==> src/rtl/boot_pkg.sv <==
// Shared definitions for the instruction-memory boot loader: FSM encoding and frame field widths.
package boot_pkg;

  localparam int WORD_BYTES = 4;
  localparam int LEN_W      = 16;
  localparam int BYTE_W     = 8;

  typedef logic [2:0] state_t;

  localparam state_t ST_IDLE   = 3'd0;
  localparam state_t ST_LEN_LO = 3'd1;
  localparam state_t ST_LEN_HI = 3'd2;
  localparam state_t ST_DATA   = 3'd3;
  localparam state_t ST_CHK    = 3'd4;
  localparam state_t ST_DONE   = 3'd5;
  localparam state_t ST_ERROR  = 3'd6;

endpackage

==> src/rtl/boot_word_assembler.sv <==
// Packs accepted payload bytes little-endian into 32-bit words and XORs them into a checksum.
// word_ready is combinational on the 4th byte; no backpressure, every offered byte is consumed.
module boot_word_assembler
  import boot_pkg::*;
(
  input  logic              clk,
  input  logic              rst_n,
  input  logic              clear,
  input  logic              byte_vld,
  input  logic [BYTE_W-1:0] byte_dat,
  output logic              word_ready,
  output logic [31:0]       word,
  output logic [BYTE_W-1:0] chk_acc
);

  logic [23:0] lanes;
  logic [1:0]  byte_idx;

  always_ff @(posedge clk) begin
    if (!rst_n || clear) begin
      lanes    <= '0;
      byte_idx <= '0;
      chk_acc  <= '0;
    end else if (byte_vld) begin
      chk_acc  <= chk_acc ^ byte_dat;
      byte_idx <= byte_idx + 2'd1;
      case (byte_idx)
        2'd0:    lanes[7:0]   <= byte_dat;
        2'd1:    lanes[15:8]  <= byte_dat;
        2'd2:    lanes[23:16] <= byte_dat;
        default: lanes        <= lanes;
      endcase
    end
  end

  // The top lane bypasses the register so the word is complete on the 4th byte's edge.
  assign word       = {byte_dat, lanes};
  assign word_ready = byte_vld && (byte_idx == 2'd3);

endmodule

==> src/rtl/imem_boot_loader.sv <==
// Loads a length-prefixed, XOR-checked byte frame into instruction memory and releases core reset on success.
// Memory write lands one cycle after each 4th payload byte; s_ready depends only on state.
module imem_boot_loader
  import boot_pkg::*;
#(
  parameter int ADDR_W    = 8,
  parameter int MAX_WORDS = 256,
  parameter int BASE_ADDR = 0
) (
  input  logic              clk,
  input  logic              rst_n,
  input  logic              start,
  input  logic [7:0]        s_data,
  input  logic              s_valid,
  output logic              s_ready,
  output logic              imem_we,
  output logic [ADDR_W-1:0] imem_addr,
  output logic [31:0]       imem_wdata,
  output logic              core_rst_n,
  output logic              done,
  output logic              error,
  output logic [15:0]       word_count
);

  localparam logic [LEN_W-1:0]  MAX_N = LEN_W'(MAX_WORDS);
  localparam logic [ADDR_W-1:0] BASE  = ADDR_W'(BASE_ADDR);

  state_t            state;
  logic [LEN_W-1:0]  len;
  logic [LEN_W-1:0]  len_next;
  logic              accept;
  logic              idle_like;
  logic              asm_clear;
  logic              word_ready;
  logic [31:0]       word;
  logic [BYTE_W-1:0] chk_acc;

  assign s_ready    = (state == ST_LEN_LO) || (state == ST_LEN_HI) ||
                      (state == ST_DATA)   || (state == ST_CHK);
  assign accept     = s_valid && s_ready;
  assign idle_like  = (state == ST_IDLE) || (state == ST_DONE) || (state == ST_ERROR);
  assign asm_clear  = idle_like && start;
  assign len_next   = {s_data, len[7:0]};
  assign done       = (state == ST_DONE);
  assign error      = (state == ST_ERROR);
  assign core_rst_n = (state == ST_DONE);

  boot_word_assembler u_asm (
    .clk        (clk),
    .rst_n      (rst_n),
    .clear      (asm_clear),
    .byte_vld   (accept && (state == ST_DATA)),
    .byte_dat   (s_data),
    .word_ready (word_ready),
    .word       (word),
    .chk_acc    (chk_acc)
  );

  always_ff @(posedge clk) begin
    if (!rst_n) begin
      state      <= ST_IDLE;
      len        <= '0;
      imem_we    <= 1'b0;
      imem_addr  <= '0;
      imem_wdata <= '0;
      word_count <= '0;
    end else begin
      imem_we <= 1'b0;
      case (state)
        ST_LEN_LO: begin
          if (accept) begin
            len[7:0] <= s_data;
            state    <= ST_LEN_HI;
          end
        end
        ST_LEN_HI: begin
          if (accept) begin
            len <= len_next;
            if (len_next > MAX_N)        state <= ST_ERROR;
            else if (len_next == '0)     state <= ST_CHK;
            else                         state <= ST_DATA;
          end
        end
        ST_DATA: begin
          if (word_ready) begin
            imem_we    <= 1'b1;
            imem_addr  <= BASE + ADDR_W'(word_count);
            imem_wdata <= word;
            word_count <= word_count + 16'd1;
            if (word_count + 16'd1 == len) state <= ST_CHK;
          end
        end
        ST_CHK: begin
          if (accept) state <= (s_data == chk_acc) ? ST_DONE : ST_ERROR;
        end
        default: begin
          // IDLE, DONE and ERROR all restart the same way.
          if (start) begin
            state      <= ST_LEN_LO;
            word_count <= '0;
          end
        end
      endcase
    end
  end

endmodule
==> config.mk <==
export PLATFORM = sky130hd
export DESIGN_NAME = imem_boot_loader
export DESIGN_NICKNAME = d
export VERILOG_FILES = /design/src/rtl/boot_pkg.sv /design/src/rtl/boot_word_assembler.sv /design/src/rtl/imem_boot_loader.sv
export SDC_FILE = /design/constraint.sdc
export NUM_CORES = 1
export LEC_CHECK = 0
export CAP_MARGIN = 20
export CORE_UTILIZATION = 30
export CTS_CLUSTER_DIAMETER = 60
export DETAILED_ROUTE_END_ITERATION = 10
export RECOVER_POWER = 25
export SYNTH_ARGS = -nofsm -noshare
export SYNTH_HDL_FRONTEND = slang
export SYNTH_SLANG_ARGS = --single-unit
==> constraint.sdc <==
create_clock -name clk -period 7.1 [get_ports clk]
set_input_delay 1.065 -clock clk [delete_from_list [all_inputs] [get_ports clk]]
set_output_delay 1.065 -clock clk [all_outputs]
set_load 0.02 [all_outputs]
# [Yosys cells after proc, flatten, opt, wreduce, memory -nomap -nowiden]
# Index checks and enable logic that the tools add are counted.
[classes] n_addsub=2 magnitude_cmp=1 eq_ne=16 muxes=16 bitwise_logic=3 n_reduce_logical=26
[ops] cell="16-bit two-way mux" count=2
[ops] cell="16-bit case mux with 2 select lines" count=1
[ops] cell="3-bit two-way mux" count=8
[ops] cell="16-bit by 1-bit adder with 16-bit output, second input constant" count=1
[ops] cell="16-bit == test" count=1
[ops] cell="16-bit by 9-bit greater-than comparator with 1-bit output, second input constant" count=1
[ops] cell="16-bit zero test" count=1
[ops] cell="8-bit case mux with 2 select lines" count=1
[ops] cell="3-bit case mux with 4 select lines" count=1
[ops] cell="2-bit AND reduction" count=6
[ops] cell="3-bit == test, second input constant" count=3
[ops] cell="8-bit == test" count=1
[ops] cell="8-bit two-way mux" count=1
[ops] cell="8-bit XOR" count=1
[ops] cell="3-bit by 2-bit == test with 1-bit output, second input constant" count=2
[ops] cell="1-bit logical OR" count=6
[ops] cell="2-bit inequality test, second input constant" count=3
[ops] cell="3-bit AND reduction" count=2
[ops] cell="6-bit AND reduction" count=1
[ops] cell="5-bit nonzero test" count=1
[ops] cell="2-bit == test, second input constant" count=2
[ops] cell="1-bit logical AND" count=4
[ops] cell="2-bit by 1-bit inequality test with 1-bit output, second input constant" count=2
[ops] cell="3-bit by 1-bit == test with 1-bit output, second input constant" count=1
[ops] cell="10 further kinds" count=11
[word_totals] ff_bits=110 input_bits=12 out_inout_bits=61 word_cells=76

# [Longest topological paths before layout]
[depth] word_depth=9 ltp_mapped=9 depth_no_buf=7

# [Cells and area by module]
# From an unflattened synthesis, not the netlist that was laid out.
[hier_totals] hier_cells=641 area_unflattened_um2=5413.9
[modules_own_cells] module="imem_boot_loader" instances=1 cells_per_inst=474 area_each_um2=3811.2 seq_area_each_um2=1521.5
[modules_own_cells] module="boot_word_assembler" instances=1 cells_per_inst=167 area_each_um2=1602.8 seq_area_each_um2=680.7

# [Worst setup path before layout]
# No wires, ideal clock.
[synth_timing] path_kind="reg2out" start="reg state[2]" end="out done" t_arrival_ns=1.546 path_slack_ns=4.489 stages_incl_launch_ff=5 path_buffers=2 cell_sequence="dfxtp_1 -> clkbuf_1 -> inv_2 -> nor3_1 -> buf_4"
[synth_between] elab_chain_len=1
[synth_rtl] item="start: declaration" line_no="imem_boot_loader.sv:28" rtl="state_t state;"
[synth_rtl] item="start signal: assignment" line_no="imem_boot_loader.sv:94" rtl="if (accept) state <= (s_data == chk_acc) ? ST_DONE : ST_ERROR;"
[synth_rtl] item="3-bit == test"
[synth_rtl] item="end: declaration" line_no="imem_boot_loader.sv:20" rtl="output logic done,"
# No other way between the ends.

# [Worst setup path in the final report]
[layout_timing] start="in rst_n" end="reg state[2]"
[layout_lines] item="start: declaration" line_no="imem_boot_loader.sv:11" rtl="input logic rst_n,"
# No word-level cell between the ends.

==> results.toml <==
[clocking]
cts_resized = 0
cts_hold_buf = 0
clk_pin_slew_worst_paths_ps = 80
cts-root-buf = "clkbuf_16"
h-tree-depth = 3
clock_sinks = 110
insertion_delay_ps = 360
cts_tree = "done"
post_cts_buffers = 0
cts_made_buffers = 9
cts_buffer_depth = 2

[synthesis]
synth_fp_nets = 669
synth-seq-cells = 110
yosysSeqAreaShare = 0.4269
ys_warn_count = 0
synth_top_cell_by_area = "dfxtp_1"
ys_types = 63
synth_edf_count = 0
synthCells = 652
synth.top_cell.area_share = 0.4269
ys_async_sr_fraction = 0
synthFlopType = "dfxtp_1"
synth_area_um2 = 5159
synth.area.top_cells = "dfxtp_1 (43%), nand2_1 (11%), a21oi_1 (8.6%)"
syn_area_per_cell_um2 = 7.912

[floorplanning]
die_area_um2 = 17720
start_util = 0.3089
io_pins = 73
dieWidth_um = 133.1
num_rows = 47
core_area_um2 = 16700
die_h_um = 133.1

[layout]
fillCellCount = 1771
finalNetCount = 706
syn_to_final_growth_pct = 21.71
instances_no_fill = 914
final_area_um2 = 6279
drive_gt1_frac = 0.05764
n_antenna_cell = 0

[detailed_routing]
wl_met1_mm = 6.371
via_count = 4527
drc = 0
routed_wl_mm = 13.51
ant_nets = 0
vias_per_cell = 4.953
wl_met3_um = 723
met2_wirelength_mm = 6.271
drt_iter0_drc = 332
firstDrtPassIters = 4
wl_per_cell_um = 14.78
top_layer = "met4"

[timing]
rsz0062_at_grt = "no"
finalMaxSlewViolations = 107
slew_headroom = -1.023
period_share = 0.5744
final_hold_viol_count = 0
finClkSkew_ps = 7.839
finalCriticalPeriod_ps = 4078
fin_tns_setup_ps = 0
fmax_mhz = 245.2
worst_pin_slew_ps = 3035
fin_ws_ps = 3022
finalSetupViolCount = 0

[worst_setup_path]
cp-startpoint = "rst_n"
start_kind = "primary input"
reg2reg_from = "state[1]$_SDFFE_PN0P_"
required_ps = 7230
cp.arrival_ps = 4210
worst_setup_path_end_kind = "flip-flop"
critPathKind = "in2reg"
reg2regPathDepth = 6
critPathMaxFanout = 67

[global_routing]
grt_pass1_vias = 4296
grt_overflow_total = 0
grt_use_total = 0.1573
grt_pass1_wl_mm = 22.23
grt_max_degree = 68
antenna_found_initial = 0

[power_and_ir_drop]
cellPowerDensity_nw_per_um2 = 232.1
seq_power_share = 0.460
power_switching_mw = 0.4580
power.total_mw = 1.458
power_frac_comb = 0.192
leakage_nw = 2.159
ir_worst_vdd_mv = 0.1351
p_clk_frac = 0.348
switching_share = 0.3142
p_int_mw = 0.9995

[outcome]
status = "finished with violations"
violations = "max-capacitance violations, max-slew violations"

[placed_design]
port_buffers = 72
dpl.cell_count = 897
place_congestion = 0.8216
post-place-ws_ps = 3321
hpwlAfterDp_mm = 9.045
post_dp_cell_area_um2 = 5963

[worst_hold_path]
holdCritPathClass = "reg2reg"
whs_path_depth = 2
hold_start = "imem_wdata[29]$_SDFFE_PN0P_"

[run]
maxCapViolCount = 2
## metal layers
metal / vias up / GRT usage
met5: - / 0
met3: 11 / 0.03843
met1: 2104 / 0.2101
li1: 2300 / -
met2: 112 / 0.2554
met4: 0 / 0.03662
## placed cells by master (no fill, tap or decap), types with 8 or more instances in the layout
cell               n
nand2_1          148
dfxtp_1          110
a21oi_1           89
nor2_1            44
clkdlybuf4s50_1   38
nand3_1           35
dlygate4sd3_1     34
xor2_1            20
xnor2_1           17
mux2i_1           12
o21ai_1           10
o21ai_0           10
clkbuf_16          9
nor3_1             8
## cells in the mapped netlist, types with 2 or more instances
| cell | count |
|---|---|
| dfxtp_1 | 110 |
| o31ai_1 | 4 |
| o21a_1 | 3 |
| xor2_1 | 20 |
| and3_1 | 7 |
| o21ai_1 | 11 |
| nand2_1 | 148 |
| nand3b_1 | 6 |
| nor4_2 | 2 |
| o41ai_1 | 3 |
| a21oi_1 | 89 |
| inv_1 | 8 |
| nand3_1 | 36 |
| buf_2 | 6 |
| nand4_1 | 4 |
| nor2b_1 | 2 |
| buf_4 | 4 |
| nor4_1 | 5 |
| xnor2_1 | 17 |
| inv_2 | 2 |
| or4_4 | 2 |
| o21ai_0 | 10 |
| mux2i_1 | 12 |
| nor3_1 | 8 |
| and3b_1 | 3 |
| clkbuf_1 | 38 |
| or3_1 | 2 |
| or4_1 | 4 |
| ha_1 | 5 |
| a21o_1 | 3 |
| nor2_1 | 45 |
| and2_1 | 2 |
## kinds of logic after synthesis
| logic type | after synthesis | share of synthesized area |
|---|---|---|
| AND/OR/NAND/NOR | 289 | 0.2651 |
| AO/OA/AOI/OAI | 137 | 0.1552 |
| flip-flops | 110 | 0.4269 |
| buffers and inverters | 61 | 0.05239 |
| XOR/XNOR | 37 | 0.06282 |
| multiplexers | 13 | 0.02547 |
| adder cells (fa/ha/maj) | 5 | 0.01213 |
## per-stage QoR
| stage | hold WS (ps) | utilization |
|---|---|---|
| 4_1_cts | 456.5 | 0.3752 |
| 5_1_grt | 474.3 | 0.3759 |
| 6_report | 452.9 | 0.3759 |
| 3_5_place_dp | 445.8 | 0.3571 |
| 3_3_place_gp | 443.7 | 0.3571 |
| 2_1_floorplan | 432.1 | - |
## flip-flops by register name (all words and copies together), names as in the netlist
register,count
len,16
word_count,16
u_asm.byte_idx,2
state,3
u_asm.chk_acc,8
imem_wdata,32
imem_we,1
imem_addr,8
u_asm.lanes,24
## power groups by stage
stage	combinational, mW	sequential [mW]	clock (mW)
after floorplan	0.227	0.665	0
final	0.280	0.671	0.506
after global placement	0.280	0.685	0
after CTS	0.283	0.671	0.522
after global routing	0.308	0.675	0.547
after detailed placement	0.281	0.685	0
## layout make-up
class,instances,area (µm²),share of cell area
clock buffers,9,225.2,0.03587
clock inverters,7,77.57,0.01236
inverters,10,37.54,0.005978
multi-input cells,481,2698,0.4297
flip-flops and latches,110,2202,0.3507
well taps,220,275.3,0.04384
repair buffers,77,763.2,0.1216
## final timing paths
path / endpoint / slack [ps]
max: state[2]$_SDFFE_PN0P_ / 3020
max reg2reg: u_asm.lanes[7]$_SDFFE_PP0P_ / 3760
min reg2reg: imem_wdata[29]$_SDFFE_PN0P_ / 450
min: imem_wdata[29]$_SDFFE_PN0P_ / 450
## worst max-delay path, cell delays in order
cell	delay (ps)
dlygate4sd3_1	670
clkinv_1	80
clkbuf_1	2120
o41ai_2	250
Note: power is estimated with default switching activity, not from simulation.
